## src/rtl/inst_encoder_if.sv

```systemverilog
// Field-bundle in / encoded-word out handshake bundle for inst_encoder.
// The encoder is the slave; the loader or bench driving it is the master.
interface inst_encoder_if #(
    parameter int INST_WIDTH = 32,
    parameter int IMM_WIDTH  = 32,
    parameter int ADDR_WIDTH = 12
);
    logic                  in_valid;
    logic                  in_ready;
    logic [6:0]            opcode;
    logic [4:0]            rd;
    logic [4:0]            rs1;
    logic [4:0]            rs2;
    logic [2:0]            funct3;
    logic [6:0]            funct7;
    logic [IMM_WIDTH-1:0]  imm;
    logic                  out_valid;
    logic                  out_ready;
    logic [INST_WIDTH-1:0] out_inst;
    logic [ADDR_WIDTH-1:0] out_addr;
    logic                  out_err;
    logic [15:0]           err_count;

    modport master (
        output in_valid, opcode, rd, rs1, rs2, funct3, funct7, imm,
        output out_ready,
        input  in_ready, out_valid, out_inst, out_addr, out_err, err_count
    );

    modport slave (
        input  in_valid, opcode, rd, rs1, rs2, funct3, funct7, imm,
        input  out_ready,
        output in_ready, out_valid, out_inst, out_addr, out_err, err_count
    );
endinterface

```

## src/rtl/inst_encoder.sv

```systemverilog
// RV32I field encoder: packs opcode/regs/funct/immediate into one word,
// with a registered output slot, word-address counter and error counter.
module inst_encoder #(
    parameter int INST_WIDTH = 32,
    parameter int IMM_WIDTH  = 32,
    parameter int ADDR_WIDTH = 12
) (
    input  logic           clk,
    input  logic           rst_n,
    input  logic           clear,
    inst_encoder_if.slave  bus
);
    localparam logic [6:0] OP_IMM    = 7'b0010011;
    localparam logic [6:0] OP_LOAD   = 7'b0000011;
    localparam logic [6:0] OP_JALR   = 7'b1100111;
    localparam logic [6:0] OP_STORE  = 7'b0100011;
    localparam logic [6:0] OP_BRANCH = 7'b1100011;
    localparam logic [6:0] OP_JAL    = 7'b1101111;
    localparam logic [6:0] OP_LUI    = 7'b0110111;
    localparam logic [6:0] OP_AUIPC  = 7'b0010111;
    localparam logic [6:0] OP_REG    = 7'b0110011;

    localparam logic signed [IMM_WIDTH-1:0] I_MIN = -2048;
    localparam logic signed [IMM_WIDTH-1:0] I_MAX = 2047;
    localparam logic signed [IMM_WIDTH-1:0] B_MIN = -4096;
    localparam logic signed [IMM_WIDTH-1:0] B_MAX = 4094;
    localparam logic signed [IMM_WIDTH-1:0] J_MIN = -(1 << 20);
    localparam logic signed [IMM_WIDTH-1:0] J_MAX = (1 << 20) - 2;

    typedef enum logic [2:0] {
        FMT_R,
        FMT_I,
        FMT_S,
        FMT_B,
        FMT_J,
        FMT_U,
        FMT_BAD
    } fmt_e;

    fmt_e                        fmt;
    logic signed [IMM_WIDTH-1:0] simm;
    logic [IMM_WIDTH-1:0]        imm;
    logic [INST_WIDTH-1:0]       enc_inst;
    logic                        enc_err;

    logic                  out_valid_q, out_valid_d;
    logic [INST_WIDTH-1:0] out_inst_q, out_inst_d;
    logic [ADDR_WIDTH-1:0] out_addr_q, out_addr_d;
    logic                  out_err_q, out_err_d;
    logic [15:0]           err_cnt_q, err_cnt_d;

    logic in_ready;
    logic accept;
    logic out_hs;

    assign imm  = bus.imm;
    assign simm = $signed(bus.imm);

    always_comb begin
        fmt = FMT_BAD;
        unique case (bus.opcode)
            OP_IMM, OP_LOAD, OP_JALR: fmt = FMT_I;
            OP_STORE:                 fmt = FMT_S;
            OP_BRANCH:                fmt = FMT_B;
            OP_JAL:                   fmt = FMT_J;
            OP_LUI, OP_AUIPC:         fmt = FMT_U;
            OP_REG:                   fmt = FMT_R;
            default:                  fmt = FMT_BAD;
        endcase
    end

    // Out-of-range immediates still produce the truncated word; only the flag differs.
    always_comb begin
        enc_inst = '0;
        enc_err  = 1'b1;
        unique case (fmt)
            FMT_I: begin
                enc_inst = {imm[11:0], bus.rs1, bus.funct3,
                            bus.rd, bus.opcode};
                enc_err  = (simm < I_MIN) || (simm > I_MAX);
            end
            FMT_S: begin
                enc_inst = {imm[11:5], bus.rs2, bus.rs1,
                            bus.funct3, imm[4:0], bus.opcode};
                enc_err  = (simm < I_MIN) || (simm > I_MAX);
            end
            FMT_B: begin
                enc_inst = {imm[12], imm[10:5], bus.rs2, bus.rs1,
                            bus.funct3, imm[4:1], imm[11], bus.opcode};
                enc_err  = imm[0] || (simm < B_MIN) || (simm > B_MAX);
            end
            FMT_J: begin
                enc_inst = {imm[20], imm[10:1], imm[11], imm[19:12],
                            bus.rd, bus.opcode};
                enc_err  = imm[0] || (simm < J_MIN) || (simm > J_MAX);
            end
            FMT_U: begin
                enc_inst = {imm[31:12], bus.rd, bus.opcode};
                enc_err  = |imm[11:0];
            end
            FMT_R: begin
                enc_inst = {bus.funct7, bus.rs2, bus.rs1, bus.funct3,
                            bus.rd, bus.opcode};
                enc_err  = 1'b0;
            end
            default: begin
                enc_inst = '0;
                enc_err  = 1'b1;
            end
        endcase
    end

    assign in_ready = !clear && (!out_valid_q || bus.out_ready);
    assign accept   = bus.in_valid && in_ready;
    assign out_hs   = out_valid_q && bus.out_ready;

    always_comb begin
        out_valid_d = out_valid_q;
        out_inst_d  = out_inst_q;
        out_addr_d  = out_addr_q;
        out_err_d   = out_err_q;
        err_cnt_d   = err_cnt_q;
        if (clear) begin
            out_valid_d = 1'b0;
            out_addr_d  = '0;
            err_cnt_d   = '0;
        end else begin
            if (out_hs) begin
                out_addr_d = out_addr_q + ADDR_WIDTH'(4);
                if (out_err_q && (err_cnt_q != 16'hFFFF))
                    err_cnt_d = err_cnt_q + 16'd1;
            end
            if (accept) begin
                out_valid_d = 1'b1;
                out_inst_d  = enc_inst;
                out_err_d   = enc_err;
            end else if (out_hs) begin
                out_valid_d = 1'b0;
            end
        end
    end

    always_ff @(posedge clk) begin
        if (!rst_n) begin
            out_valid_q <= 1'b0;
            out_inst_q  <= '0;
            out_addr_q  <= '0;
            out_err_q   <= 1'b0;
            err_cnt_q   <= '0;
        end else begin
            out_valid_q <= out_valid_d;
            out_inst_q  <= out_inst_d;
            out_addr_q  <= out_addr_d;
            out_err_q   <= out_err_d;
            err_cnt_q   <= err_cnt_d;
        end
    end

    assign bus.in_ready  = in_ready;
    assign bus.out_valid = out_valid_q;
    assign bus.out_inst  = out_inst_q;
    assign bus.out_addr  = out_addr_q;
    assign bus.out_err   = out_err_q;
    assign bus.err_count = err_cnt_q;
endmodule

```

## src/flat_wrapper.sv

```systemverilog
// flat-port wrapper written by rule: the top's interface ports become plain ports
module inst_encoder_flat 
#(
    parameter int INST_WIDTH = 32,
    parameter int IMM_WIDTH  = 32,
    parameter int ADDR_WIDTH = 12
)
  (clk, rst_n, clear, bus_in_valid, bus_opcode, bus_rd, bus_rs1, bus_rs2, bus_funct3, bus_funct7, bus_imm, bus_out_ready, bus_in_ready, bus_out_valid, bus_out_inst, bus_out_addr, bus_out_err, bus_err_count);
  inst_encoder_if #(.INST_WIDTH(INST_WIDTH), .IMM_WIDTH(IMM_WIDTH), .ADDR_WIDTH(ADDR_WIDTH)) bus_i ();
  input  logic clk;
  input  logic rst_n;
  input  logic clear;
  input wire logic [$bits(bus_i.in_valid)-1:0] bus_in_valid;
  input wire logic [$bits(bus_i.opcode)-1:0] bus_opcode;
  input wire logic [$bits(bus_i.rd)-1:0] bus_rd;
  input wire logic [$bits(bus_i.rs1)-1:0] bus_rs1;
  input wire logic [$bits(bus_i.rs2)-1:0] bus_rs2;
  input wire logic [$bits(bus_i.funct3)-1:0] bus_funct3;
  input wire logic [$bits(bus_i.funct7)-1:0] bus_funct7;
  input wire logic [$bits(bus_i.imm)-1:0] bus_imm;
  input wire logic [$bits(bus_i.out_ready)-1:0] bus_out_ready;
  output wire logic [$bits(bus_i.in_ready)-1:0] bus_in_ready;
  output wire logic [$bits(bus_i.out_valid)-1:0] bus_out_valid;
  output wire logic [$bits(bus_i.out_inst)-1:0] bus_out_inst;
  output wire logic [$bits(bus_i.out_addr)-1:0] bus_out_addr;
  output wire logic [$bits(bus_i.out_err)-1:0] bus_out_err;
  output wire logic [$bits(bus_i.err_count)-1:0] bus_err_count;
  assign bus_i.in_valid = bus_in_valid;
  assign bus_i.opcode = bus_opcode;
  assign bus_i.rd = bus_rd;
  assign bus_i.rs1 = bus_rs1;
  assign bus_i.rs2 = bus_rs2;
  assign bus_i.funct3 = bus_funct3;
  assign bus_i.funct7 = bus_funct7;
  assign bus_i.imm = bus_imm;
  assign bus_i.out_ready = bus_out_ready;
  assign bus_in_ready = bus_i.in_ready;
  assign bus_out_valid = bus_i.out_valid;
  assign bus_out_inst = bus_i.out_inst;
  assign bus_out_addr = bus_i.out_addr;
  assign bus_out_err = bus_i.out_err;
  assign bus_err_count = bus_i.err_count;
  inst_encoder #(.INST_WIDTH(INST_WIDTH), .IMM_WIDTH(IMM_WIDTH), .ADDR_WIDTH(ADDR_WIDTH)) u_core (.clk(clk), .rst_n(rst_n), .clear(clear), .bus(bus_i));
endmodule
```

## config.mk

```make
export PLATFORM = sky130hd
export DESIGN_NAME = inst_encoder_flat
export DESIGN_NICKNAME = d
export VERILOG_FILES = /design/src/rtl/inst_encoder_if.sv /design/src/rtl/inst_encoder.sv /design/src/flat_wrapper.sv
export SDC_FILE = /design/constraint.sdc
export NUM_CORES = 1
export LEC_CHECK = 0
export CELL_PAD_IN_SITES_DETAIL_PLACEMENT = 2
export CELL_PAD_IN_SITES_GLOBAL_PLACEMENT = 2
export CORE_UTILIZATION = 24
export CTS_CLUSTER_SIZE = 12
export DETAILED_ROUTE_END_ITERATION = 7
export PLACE_DENSITY = 0.85
export SLEW_MARGIN = 15
export SYNTH_ARGS = -nofsm -noshare
export SYNTH_HDL_FRONTEND = slang
export SYNTH_SLANG_ARGS = --single-unit
```

## constraint.sdc

```tcl
create_clock -name clk -period 2.1 [get_ports clk]
set_input_delay 0.42 -clock clk [delete_from_list [all_inputs] [get_ports clk]]
set_output_delay 0.42 -clock clk [all_outputs]
set_load 0.02 [all_outputs]
```

==> results of run 1 <==
## final cells by class
class / instances / area (um^2)
fill: 1491 / 8060
timing repair buffer: 168 / 1610
multi-input combinational: 291 / 1890
inverter: 7 / 26.3
tap: 176 / 220
clock buffer: 11 / 233
clock inverter: 5 / 52.6
sequential: 60 / 1200
## power groups by stage
stage / registers (uW) / clock network [uW] / logic (uW)
2_1_floorplan: 1180 / 0 / 110
3_3_place_gp: 1180 / 0 / 352
3_5_place_dp: 1180 / 0 / 363
4_1_cts: 1150 / 1490 / 365
5_1_grt: 1150 / 1540 / 389
6_report: 1150 / 1450 / 367
## cell families after synthesis
kind of cell / synth area share, %
compound gates: 21.6
buf+inv: 5.77
other cells: 0.115
xor+xnor: 5.89
flops: 36.7
simple gates: 27.0
mux: 2.14
fa+ha+maj: 0.765
## worst max-delay path by stage
stage,to,slack [ns],cells after the start
finish,bus_in_ready,0.13,4
global route,u_core.bus.out_inst[26],0.02,7
CTS,u_core.bus.out_inst[19],0.11,6
detailed placement,u_core.bus.out_inst[19],-0.24,6
global placement,u_core.bus.out_inst[29],-0.12,6
floorplan,u_core.bus.err_count[14],0.44,6
## sequential cells by signal, summed over array words and instances, names as in the netlist
signal	flops
u_core.bus.err_count	16
u_core.bus.out_err	1
u_core.bus.out_inst	32
u_core.bus.out_valid	1
u_core.bus.out_addr	10
## layer usage
layer	vias to the layer above	global-route usage, %	routed length (um)
met3	16	3.96	491
met1	1784	22.3	5550
met5	-	0	0
met2	116	37.0	7300
met4	0	7.75	226
li1	1702	-	-
## metrics by stage
stage	TNS (ns)	setup WS, ns	area, um^2	hold WS [ns]
global route	0	0.0169	5230	0.493
CTS	0	0.112	5230	0.457
global placement	-1.73	-0.120	4940	0.445
floorplan	0	0.440	3280	0.525
finish	0	0.129	5230	0.455
detailed placement	-5.02	-0.240	4940	0.451
## Yosys cell counts (8+ instances only)
cell type / count
a211oi_1: 8
a21o_1: 8
a222oi_1: 10
and3_1: 9
dfxtp_1: 60
nand2_1: 42
nand3_1: 15
nand4_1: 11
nor2_1: 33
o21ai_1: 25
xnor2_1: 16
## critical path, cell delays in order
cell	delay (ns)
clkdlybuf4s50_1	0.48
and2b_1	0.21
nor2_1	0.10
dlygate4sd2_1	0.34
==> metrics.md, run 1 <==
| Metric | Value |
|---|---|
| Routability cong. | `0.897` |
| Fmax | `507 MHz` |
| Netlist area before placement | `3270 um^2` |
| Syn Area/Cell | `8.61 um^2` |
| Most common cell after layout, fill and taps aside | `clkdlybuf4s50_1` |
| Netlist cell types | `63` |
| Via Count | `3618` |
| H-tree depth | `3` |
| Leak | `0.00180 uW` |
| Gr ovfl total | `0` |
| Synthesis-to-layout area growth | `59.9%` |
| Commonest non-fill, non-tap cells in the layout | `128 x clkdlybuf4s50_1, 60 x dfxtp_1, 42 x nand2_1, 37 x buf_4, 33 x nor2_1` |
| Final net count | `608` |
| Power Total | `2970 uW` |
| Post-DR vias/cell | `5.04` |
| Yosys top cell by area | `dfxtp_1` |
| Total number of placement rows | `42` |
| Area share of the largest cell type after synthesis | `36.7%` |
| Clock-pin slew on the worst setup and hold paths | `0.05 ns` |
| Die width | `119 um` |
| Antenna-violating nets left | `0` |
| Worst reg2reg path depth | `5` |
| Worst setup SP type | `input pin` |
| Clk_lat worst skew | `0.34 ns` |
| Logic pwr share | `12.4%` |
| Cell internal pwr | `2260 uW` |
| Max-cap violations | `0` |
| Diode count | `0` |
| # setup viols final | `0` |
| Min Tclk post-route | `1.97 ns` |
| Vias in the first global route | `4030` |
| FF-to-FF setup slack | `0.40 ns` |
| Worst endpoint required time | `1.68 ns` |
| Switching part of the total | `24.0%` |
| Clock skew | `0.00664 ns` |
| Worst path arrival time | `1.55 ns` |
| Placed wire-length estimate | `10.6 mm` |
| Crit. Startpoint | `bus_out_ready` |
| CP Capture Type | `output pin` |
| Die ar. | `14100 um^2` |
| #FFs+latches synth | `60` |
| P_sw | `713 uW` |
| Ranking of synthesized cells by area | `dfxtp_1 37%, nand2_1 4.8%, xnor2_1 4.3%` |
| DR iter-0 viols | `200` |
| Ratio of cells with drive above 1 in the final layout | `14.0%` |
| I/O Pins | `132` |
| Post-cts sizing count | `1` |
| FFs w/ async S/R, synth | `0%` |
| Worst slew pin tran | `0.538 ns` |
| Worst rel slew slack | `64.0%` |
| Maximum number of pins on one net before global-route repair | `28` |
| Top_reg_cell synth | `dfxtp_1` |
| Root buffer cell | `clkbuf_16` |
| GRT Overall Usage | `20.0%` |
| Non-Filler Instances | `718` |
| First-pass GRT wire length | `21.7 mm` |
| Post-route clock period utilization | `93.8%` |
| CTS tree | `done` |
| Ys Warns | `0` |
| Detailed Routing Iterations Pass 1 | `5` |
| Critical setup path kind | `in2out` |
| Gate Count Post-Synth | `380` |
| Core ar. | `13300 um^2` |
| Bufs on Longest Clock Path | `2` |
| Min-Delay Path Class | `reg2reg` |
| Buffers added on ports | `129` |
| CTS sink cnt | `60` |
| Seq/Total Area, Yosys | `36.7%` |
| Post-CTS Hold Buffers | `0` |
| Placed Cells | `702` |
| Hold_sp | `u_core.bus.out_inst[29]` |
| Hold Crit Endpoint | `u_core.bus.out_inst[29]` |
| RSZ-0062 raised after global routing | `false` |
| Reg2Reg Capture Point | `u_core.bus.err_count[15]` |
| Die height | `119 um` |
| Initial antenna violation count | `0` |
| CTS buffer count | `9` |
| Final Hold Fails | `0` |
| Power Density | `567 nW/um^2` |
| Hold depth | `2` |
| Final Core Density | `39.3%` |
| Power share of the clock group | `48.9%` |
| Final WL | `13.6 mm` |
| Wire per inst | `18.9 um` |
| Setup Fix Bufs, Post-CTS | `0` |
| Initial Util | `24.6%` |
| Status | `complete, no violations` |
| EDFF count, synth | `0` |
| Slew Viols, Final | `0` |
| DR DRC count | `0` |
| Crit-path max FO | `2` |
| Worst r2r src | `u_core.bus.err_count[2]` |
| Peak supply drop | `0.000373 V` |
| Seq pwr share | `38.8%` |
Note: power is estimated with default switching activity, not from simulation.
==> inputs of run 2 (changes only) <==
Settings changed: CORE_MARGIN set to 5.
==> metrics.md, run 2 (synthesis gave the netlist of run 1 again) <==
| Metric | Value |
|---|---|
| Ratio of cells with drive above 1 in the final layout | `14.8% (+0.81 points)` |
| Reg2Reg Capture Point | `u_core.bus.err_count[1]` |
| Routability cong. | `0.866 (-3.5%)` |
| Fmax | `494 MHz (-2.7%)` |
| Total number of placement rows | `42 (unchanged)` |
| Setup ws final | `0.0753 ns (-0.0540 ns)` |
| Crit. Startpoint | `bus_opcode[6]` |
| Clk_lat worst skew | `0.34 ns (about the same)` |
| Filler instances | `1468 (-1.5%)` |
| Worst setup SP type | `input pin` |
| Critical path depth in cells | `6 (+2)` |
| Status | `complete, no violations` |
| DR DRC count | `0 (unchanged)` |
| Placed wire-length estimate | `11.3 mm (+6.3%)` |
| Gr ovfl total | `0 (unchanged)` |
| Clock skew | `0.00483 ns (-0.00181 ns)` |
| Peak supply drop | `0.000372 V (-0.42%)` |
| Crit-path max FO | `9 (+7)` |
| Setup Fix Bufs, Post-CTS | `0 (unchanged)` |
| Placed Cells | `706 (+0.57%)` |
| Detailed Routing Iterations Pass 1 | `4 (-1)` |
| Bufs on Longest Clock Path | `2 (unchanged)` |
| Die ar. | `16100 um^2 (+14%)` |
| Max stage delay cell, worst path | `clkdlybuf4s50_1` |
| Post-route clock period utilization | `96.4% (+2.6 points)` |
| Crit-path cells | `clkdlybuf4s50_1 -> and4b_1 -> and3_1 -> o21ai_1 -> a21o_1 -> a21boi_1` |
| Final Hold Fails | `0 (unchanged)` |
| GRT Overall Usage | `17.8% (-2.2 points)` |
| Buffers added on ports | `129 (unchanged)` |
| Power Total | `2980 uW (+0.47%)` |
| DP Area | `4980 um^2 (+0.86%)` |
| Worst slew pin tran | `0.557 ns (+0.0192 ns)` |
| CTS tree | `done` |
| Min-Delay Path Class | `reg2reg` |
| Via Count | `3634 (+0.44%)` |
| Fin area | `5280 um^2 (+0.86%)` |
| Worst r2r src | `u_core.bus.err_count[0]` |
| Root buffer cell | `clkbuf_16` |
| Critical path's top delay family | `simple AND/OR/NAND/NOR gates` |
| Post-DR vias/cell | `5.03 (-0.11%)` |
| Commonest non-fill, non-tap cells in the layout | `128 x clkdlybuf4s50_1, 60 x dfxtp_1, 42 x nand2_1, 40 x buf_4, 33 x nor2_1` |
| Power Density | `565 nW/um^2 (-0.39%)` |
| Worst Setup Slack post-DPL | `-0.329 ns (-0.0891 ns)` |
| Vias in the first global route | `4070 (+0.99%)` |
| Non-Filler Instances | `722 (+0.56%)` |
| # setup viols final | `0 (unchanged)` |
| Worst rel slew slack | `62.7% (-1.3 points)` |
| DR iter-0 viols | `195 (-2.5%)` |
| Synthesis-to-layout area growth | `61.3%` |
| CP Capture Type | `flop` |
| FF-to-FF setup slack | `0.33 ns (-0.07 ns)` |
| Max FFs per register | `32 (unchanged)` |
| Diode count | `0 (unchanged)` |
| First-pass GRT wire length | `22.6 mm (+3.9%)` |
| Initial Util | `24.6% (unchanged)` |
| Critical setup path kind | `in2reg` |
| Final WL | `14.2 mm (+4.6%)` |
| Min Tclk post-route | `2.02 ns (+0.0540 ns)` |
| RSZ-0062 raised after global routing | `false` |
| Clock-pin slew on the worst setup and hold paths | `0.06 ns (about the same)` |
| CP endpoint | `u_core.bus.out_inst[19]` |
| CTS buffer count | `9 (unchanged)` |
| Die width | `127 um (+6.7%)` |
| Setup TNS Final | `0 ns (unchanged)` |
| Antenna-violating nets left | `0 (unchanged)` |
| Worst path bufs/invs | `1 (-1)` |
| Final net count | `612 (+0.66%)` |
| Max-cap violations | `0 (unchanged)` |
| Initial antenna violation count | `0 (unchanged)` |
| H-tree depth | `3 (unchanged)` |
| Worst endpoint required time | `2.37 ns (+0.69 ns)` |
| Worst path arrival time | `2.30 ns (+0.75 ns)` |
| I/O Pins | `132 (unchanged)` |
| Leak | `0.00183 uW (+1.6%)` |
| Most common cell after layout, fill and taps aside | `clkdlybuf4s50_1` |
| Core ar. | `13300 um^2 (unchanged)` |
| CTS sink cnt | `60 (unchanged)` |
| Die height | `127 um (+6.7%)` |
| Wire per inst | `19.7 um (+4.0%)` |
| CP max stage delay | `0.67 ns (+0.19 ns)` |
| Maximum number of pins on one net before global-route repair | `28 (unchanged)` |
| Slew Viols, Final | `0 (unchanged)` |
| Worst reg2reg path depth | `6 (+1)` |
[run 2: cell types whose count changed in the layout (fill, tap and decap cells not counted), sizes merged]
cell	change
bufinv	-1
clkbuf	+1
buf	+4
[run 2: how the worst min path moves through the flow]
stage | startpoint | to | slack (ns) | cells after the start
final | u_core.bus.out_inst[15] | u_core.bus.out_inst[15] | 0.46 | 2
after global routing | u_core.bus.out_inst[15] | u_core.bus.out_inst[15] | 0.48 | 2
after CTS | u_core.bus.out_inst[30] | u_core.bus.out_inst[30] | 0.46 | 2
after detailed placement | u_core.bus.out_inst[30] | u_core.bus.out_inst[30] | 0.46 | 2
after global placement | u_core.bus.out_inst[23] | u_core.bus.out_inst[23] | 0.44 | 2
after floorplan | u_core.bus.out_inst[29] | u_core.bus.out_inst[29] | 0.52 | 2
[run 2: cell type report]
class                   instances  area (um^2)  share of cell area (%)
clock inverters                 4         22.5                   0.427
well taps                     176          220                    4.17
flip-flops and latches         60         1200                    22.8
inverters                       7         26.3                   0.498
clock buffers                  12          267                    5.05
repair buffers                172         1650                    31.3
multi-input cells             291         1890                    35.8
[run 2: timing repair]
action,CTS,global route
hold endpoints to repair,0,0
setup endpoints to repair,1,6
hold buffers,0,0
gates resized for setup,1,1
[run 2: power by group]
group	internal [uW]	switching, uW
Clock	889	574
Sequential	1140	6.35
Combinational	201	168
Total	2230	748
[run 2: through the flow]
step / utilization [%] / hold slack (ns)
floorplan: - / 0.525
global placement: 37.5 / 0.443
detailed placement: 37.5 / 0.456
CTS: 39.7 / 0.464
global route: 39.7 / 0.478
finish: 39.7 / 0.458
[run 2: worst min-delay path: stages, from the launching register on]
cell,delay (ns)
dfxtp_1,0.31
nand2_1,0.05
a21boi_1,0.05
[run 2: layer usage]
metal / up-vias / GRT usage (%) / share of wire, %
li1: 1709 / - / -
met4: 0 / 7.07 / 2.6
met2: 105 / 32.0 / 53
met3: 26 / 3.49 / 4.0
met1: 1794 / 20.7 / 41
met5: - / 0 / 0
